## config.mk

```make
export PLATFORM = sky130hd
export DESIGN_NAME = sdram_req_arbiter
export DESIGN_NICKNAME = d
export VERILOG_FILES = /design/src/rtl/sdram_arb_pkg.sv /design/src/rtl/sdram_req_arbiter.sv
export SDC_FILE = /design/constraint.sdc
export NUM_CORES = 1
export LEC_CHECK = 0
export ABC_CLOCK_PERIOD_IN_PS = 2800
export CAP_MARGIN = 30
export CORE_ASPECT_RATIO = 1.2
export CORE_MARGIN = 2
export CORE_UTILIZATION = 43
export DETAILED_ROUTE_END_ITERATION = 12
export PLACE_DENSITY = 0.85
export RECOVER_POWER = 25
export SYNTH_ARGS = -nofsm -noshare
export SYNTH_HDL_FRONTEND = slang
export SYNTH_SLANG_ARGS = --single-unit
```

## constraint.sdc

```tcl
create_clock -name mem_clk -period 2.8 [get_ports mem_clk]
set_input_delay 0.56 -clock mem_clk [delete_from_list [all_inputs] [get_ports mem_clk]]
set_output_delay 0.56 -clock mem_clk [all_outputs]
set_load 0.02 [all_outputs]
```

## src/rtl/sdram_arb_pkg.sv

```systemverilog
// Shared types and constants for the SDRAM request arbiter.
package sdram_arb_pkg;

  // Width of the burst length field presented to the controller core.
  localparam int LEN_W = 9;

  // Width of the outstanding-read-word counter.
  localparam int REM_W = 4;

  // Width of the consecutive-read-grant counter used for write starvation control.
  localparam int RUN_W = 3;

  // Arbiter states. The ST_ prefix keeps the literals from colliding with
  // the arbiter's GUARD parameter.
  typedef enum logic [2:0] {
    ST_IDLE    = 3'd0,
    ST_RD_REQ  = 3'd1,
    ST_RD_DATA = 3'd2,
    ST_GUARD   = 3'd3,
    ST_WR_REQ  = 3'd4,
    ST_WR_DATA = 3'd5
  } arb_state_e;

  // Increment that sticks at the given limit instead of running past it.
  function automatic logic [RUN_W-1:0] sat_inc(input logic [RUN_W-1:0] val,
                                               input logic [RUN_W-1:0] lim);
    return (val >= lim) ? val : val + 1'b1;
  endfunction

endpackage

```

## src/rtl/sdram_req_arbiter.sv

```systemverilog
// Shares the SDRAM controller's single application request port between the
// video refresh reader (read bursts) and the host write path (single writes).
// Only one request is in flight at a time. Writes wait until all read data has
// returned and a short guard gap has passed. Reads are preferred, but a
// pending write is forced through after MAX_RD_RUN consecutive read grants.
// GUARD must be at least 1.
module sdram_req_arbiter
  import sdram_arb_pkg::*;
#(
  parameter int AW         = 25,
  parameter int RD_LEN     = 8,
  parameter int WR_LEN     = 1,
  parameter int GUARD      = 2,
  parameter int MAX_RD_RUN = 4
) (
  input  logic             mem_clk,
  input  logic             reset_n,
  input  logic             init_done,
  input  logic             rd_req,
  input  logic [AW-1:0]    rd_addr,
  output logic             rd_ack,
  input  logic             wr_req,
  input  logic [AW-1:0]    wr_addr,
  output logic             wr_ack,
  output logic             wr_next,
  output logic             app_req,
  output logic [AW-1:0]    app_req_addr,
  output logic [LEN_W-1:0] app_req_len,
  output logic             app_req_wr_n,
  output logic             app_req_dma_last,
  input  logic             app_req_ack,
  input  logic             app_rd_valid,
  input  logic             app_wr_next_req,
  input  logic             app_last_wr,
  output logic             busy,
  output logic             rd_ovf_err
);

  localparam int GCW = (GUARD > 1) ? $clog2(GUARD) : 1;
  localparam logic [GCW-1:0]   GUARD_LAST = GCW'(GUARD - 1);
  localparam logic [RUN_W-1:0] RUN_MAX    = RUN_W'(MAX_RD_RUN);
  localparam logic [REM_W-1:0] RD_WORDS   = REM_W'(RD_LEN);

  arb_state_e       state_q, state_d;
  logic [AW-1:0]    addr_q, addr_d;
  logic [LEN_W-1:0] len_q, len_d;
  logic             wr_n_q, wr_n_d;
  logic [REM_W-1:0] rem_q, rem_d;
  logic [RUN_W-1:0] run_cnt_q, run_cnt_d;
  logic [GCW-1:0]   guard_cnt_q, guard_cnt_d;
  logic             ovf_q, ovf_d;

  logic in_idle;
  logic write_wins;
  logic grant_rd;
  logic grant_wr;

  // Grant decision: reads win unless nothing is reading or the write has waited long enough.
  always_comb begin
    in_idle    = (state_q == ST_IDLE);
    write_wins = !rd_req || (wr_req && (run_cnt_q == RUN_MAX));
    grant_rd   = in_idle && init_done && rd_req && !write_wins;
    grant_wr   = in_idle && init_done && wr_req && write_wins;
  end

  // Next-state logic: request register capture, burst tracking and guard timing.
  always_comb begin
    state_d     = state_q;
    addr_d      = addr_q;
    len_d       = len_q;
    wr_n_d      = wr_n_q;
    rem_d       = rem_q;
    guard_cnt_d = guard_cnt_q;

    case (state_q)
      ST_IDLE: begin
        if (grant_rd) begin
          state_d = ST_RD_REQ;
          addr_d  = rd_addr;
          len_d   = LEN_W'(RD_LEN);
          wr_n_d  = 1'b1;
        end else if (grant_wr) begin
          state_d = ST_WR_REQ;
          addr_d  = wr_addr;
          len_d   = LEN_W'(WR_LEN);
          wr_n_d  = 1'b0;
        end
      end

      ST_RD_REQ: begin
        if (app_req_ack) begin
          state_d = ST_RD_DATA;
          rem_d   = RD_WORDS;
        end
      end

      ST_RD_DATA: begin
        if (app_rd_valid && (rem_q != '0)) begin
          rem_d = rem_q - 1'b1;
          if (rem_q == REM_W'(1)) begin
            state_d     = ST_GUARD;
            guard_cnt_d = '0;
          end
        end
      end

      ST_GUARD: begin
        if (guard_cnt_q == GUARD_LAST) begin
          state_d     = ST_IDLE;
          guard_cnt_d = '0;
        end else begin
          guard_cnt_d = guard_cnt_q + 1'b1;
        end
      end

      ST_WR_REQ: begin
        if (app_req_ack) begin
          state_d = ST_WR_DATA;
        end
      end

      ST_WR_DATA: begin
        if (app_last_wr) begin
          state_d = ST_IDLE;
        end
      end

      default: begin
        state_d = ST_IDLE;
      end
    endcase
  end

  // Starvation counter: counts read grants that bypassed a waiting write.
  always_comb begin
    run_cnt_d = run_cnt_q;
    if (grant_wr) begin
      run_cnt_d = '0;
    end else if (grant_rd && wr_req) begin
      run_cnt_d = sat_inc(run_cnt_q, RUN_MAX);
    end else if (in_idle && !wr_req) begin
      run_cnt_d = '0;
    end
  end

  // Overrun detect: read data the arbiter is not expecting latches the error flag.
  always_comb begin
    ovf_d = ovf_q;
    if (app_rd_valid && ((state_q != ST_RD_DATA) || (rem_q == '0))) begin
      ovf_d = 1'b1;
    end
  end

  // State and datapath registers; the request defaults to a read direction out of reset.
  always_ff @(posedge mem_clk or negedge reset_n) begin
    if (!reset_n) begin
      state_q     <= ST_IDLE;
      addr_q      <= '0;
      len_q       <= '0;
      wr_n_q      <= 1'b1;
      rem_q       <= '0;
      run_cnt_q   <= '0;
      guard_cnt_q <= '0;
      ovf_q       <= 1'b0;
    end else begin
      state_q     <= state_d;
      addr_q      <= addr_d;
      len_q       <= len_d;
      wr_n_q      <= wr_n_d;
      rem_q       <= rem_d;
      run_cnt_q   <= run_cnt_d;
      guard_cnt_q <= guard_cnt_d;
      ovf_q       <= ovf_d;
    end
  end

  // Output decode: request strobes follow the registered state, acks follow the core.
  always_comb begin
    app_req          = (state_q == ST_RD_REQ) || (state_q == ST_WR_REQ);
    app_req_addr     = addr_q;
    app_req_len      = len_q;
    app_req_wr_n     = wr_n_q;
    app_req_dma_last = app_req && wr_n_q;
    rd_ack           = app_req_ack && (state_q == ST_RD_REQ);
    wr_ack           = app_req_ack && (state_q == ST_WR_REQ);
    wr_next          = app_wr_next_req && (state_q == ST_WR_DATA);
    busy             = (state_q != ST_IDLE);
    rd_ovf_err       = ovf_q;
  end

endmodule

```

==> metrics <==
Crit Path Category in -> out; Worst path top cell family by delay buffers and inverters; largest cells by area after synthesis dfrtp_1, a221o_1, and2_0; net switching power 1.15 mW; Critical Path Max Stage Delay 0.60 ns; largest net degree at the start of global routing 41; I/O pin cnt 101; switching share of total power 0.375; total iterations of the first detailed-routing run 5; initial antenna violation count 0; Layout Nets 348; H-tree levels 2; routed wire length 5350 um; # diodes 0; clock buffer depth 2; Layout Area Growth over Synthesis 52.1%; post-route design area 3110 um^2; Detail Route Antenna Nets 0; Slew Viols, Final 41; hold_sp rd_ovf_err; top_reg_cell synth dfrtp_1; GRT Overall Usage 0.215; hold crit path type reg -> reg; startpoint types input port; Flop pwr share 0.321; reg-to-reg endpoint app_req_addr[0]; Clk Latency, worst-skew pair 0.29 ns; WHS Path Cells 1; row cnt 27; combinational fraction of design power 0.525; worst r2r path cells 7; CP dominant cell by count clkdlybuf4s50_1; PortBufs 93; Setup crit end kind primary output; # hold bufs at CTS 0; Starting Density 0.445; Leak 1.31 nW; Root Buffer clkbuf_8; global-route wire length before repair 8630 um; CP bufs+invs 3; YS warnings 0; Reg2Reg Launch Point state_q[0]; GRT overflow 0; Final min period 2.60 ns; WL/cell 15.5 um; Slew @ Worst Pin 2.21 ns; pwr dens 984 nW/um^2; die width 67.0 um; number of synthesized register bits 40; Clk pin slew, worst setup/hold paths 0.08 ns; DR vias 1826; total internal power 1.91 mW; Post-CTS Setup Repair Bufs 0; violated checks max-capacitance violations, max-slew violations; Final HPWL DP 3980 um; Placer Congestion 0.769; CTS resizes 0; Yosys top cell area share 0.477; total CTS buffers 5; number of synthesized flops with an enable pin 0; CTS Sinks 40; Cell Area, Synth 2050 um^2; critical-path maximum fanout 6; critical path, cell by cell clkdlybuf4s50_1, nand3_1, inv_1, clkdlybuf4s50_1; CTS tree done; worst-case register-to-register setup slack 0.87 ns; Tcrit/Tclk final 0.929; Area after DPL 3000 um^2; ys async rst share 1.00; Initial DRC Count 61; endpoints failing hold 0; Syn Area/Cell 10.8 um^2; share of layout cells above drive strength 1 0.0734; highest clock rate 0.385 GHz; final count of negative-setup-slack endpoints 0; slowest stage cell, crit path clkdlybuf4s50_1; max-cap violation count 1; number of fillers in the final layout 369; distinct cell type count after synthesis 43; VDD IR max 542 uV; WHS Endpoint rd_ovf_err; total die area 5330 um^2; status complete, but fails checks; Synth Instances 189; # DRC 0; post-route setup slack 0.200 ns; Power Total 3.06 mW; Core ar. 4590 um^2; vias in the first global route 1894; RSZ-0062 raised after global routing no; post-synth top area cell dfrtp_1; vias per inst 5.31; clk_skew 0.00818 ns; Max-slew headroom -0.473; Seq/Total Area, Yosys 0.490; Critical Path AT 2.04 ns; total negative slack 0 ns; die height 79.6 um; Worst Path Required 2.24 ns; Clk network pwr share 0.154; pre-CTS setup slack 0.191 ns
-- how the worst max path moves through the flow --
| stage | startpoint | end | cells after the start | slack (ns) |
|---|---|---|---|---|
| finish | app_req_ack | rd_ack | 4 | 0.20 |
| floorplan | state_q[0] | app_req_dma_last | 4 | 0.83 |
| global placement | app_req_ack | rd_ack | 4 | 0.21 |
| CTS | app_req_ack | rd_ack | 4 | 0.19 |
| detailed placement | app_req_ack | rd_ack | 4 | 0.19 |
| global route | app_req_ack | wr_ack | 4 | 0.11 |
-- placed cells by master (no fill, tap or decap), drive strengths merged, types with 4 or more instances in the layout --
| cell | instances |
|---|---|
| o21ai | 6 |
| nand3 | 5 |
| and2 | 27 |
| clkdlybuf4s50 | 92 |
| inv | 9 |
| clkbuf | 6 |
| dfrtp | 39 |
| buf | 7 |
| nand2 | 9 |
| conb | 7 |
| a221o | 25 |
| ha | 4 |
| a21o | 6 |
| a21oi | 8 |
-- registers in the layout, indices dropped and copies added, names as in the netlist --
signal	count
app_req_addr	25
rem_q	4
run_cnt_q	3
state_q	3
app_req_len	2
app_req_wr_n	1
guard_cnt_q	1
rd_ovf_err	1
-- synthesized netlist by cell type (2+ instances only) --
| master | n |
|---|---|
| a21o_1 | 6 |
| a21oi_1 | 7 |
| a221o_1 | 25 |
| and2_0 | 25 |
| and2_1 | 2 |
| buf_2 | 4 |
| buf_4 | 7 |
| buf_6 | 3 |
| clkbuf_1 | 3 |
| dfrtp_1 | 39 |
| ha_1 | 4 |
| inv_1 | 8 |
| mux2i_1 | 3 |
| nand2_1 | 9 |
| nand2b_1 | 2 |
| nand3_1 | 5 |
| nand4_1 | 2 |
| nor2_1 | 2 |
| nor3_1 | 2 |
| nor3b_1 | 2 |
| o21ai_0 | 6 |
| or3b_2 | 2 |
-- area by class of cell --
| type | count | area [um^2] | area share |
|---|---|---|---|
| clock buffer | 5 | 68.8 | 0.0221 |
| clock inverter | 3 | 42.5 | 0.0137 |
| multi-input combinational | 129 | 915 | 0.294 |
| sequential | 40 | 1000 | 0.322 |
| tap | 58 | 72.6 | 0.0233 |
| timing repair buffer | 100 | 977 | 0.314 |
| inverter | 9 | 33.8 | 0.0109 |
-- stage by stage --
step	std cells	hold slack (ns)	util
after CTS	344	0.414	0.678
after detailed placement	336	0.470	0.653
after floorplan	195	0.264	-
final	344	0.481	0.677
after global routing	344	0.499	0.677
after global placement	336	0.445	0.653
-- power groups by stage --
stage | combinational (mW) | sequential [mW] | clock, mW
after global placement | 1.57 | 0.987 | 0
after floorplan | 0.705 | 1.20 | 0
after global routing | 1.74 | 1.02 | 0.502
final | 1.61 | 0.982 | 0.471
after CTS | 1.62 | 0.983 | 0.483
after detailed placement | 1.62 | 0.981 | 0
-- routing by layer --
metal	GRT usage	part of all wire	up-vias
met5	0	0	-
met4	0.0837	0.014	0
met3	0.0621	0.072	7
met2	0.357	0.50	91
met1	0.262	0.41	858
li1	-	-	870
-- logic make-up after synthesis --
family	after synthesis	synth area share
buffers and inverters	26	0.0740
flip-flops	40	0.490
XOR/XNOR	2	0.00856
other	1	0.00183
adder cells (fa/ha/maj)	4	0.0245
AO/OA/AOI/OAI	53	0.210
multiplexers	3	0.0147
AND/OR/NAND/NOR	60	0.176
No activity file was read; power rests on OpenSTA's default activity.
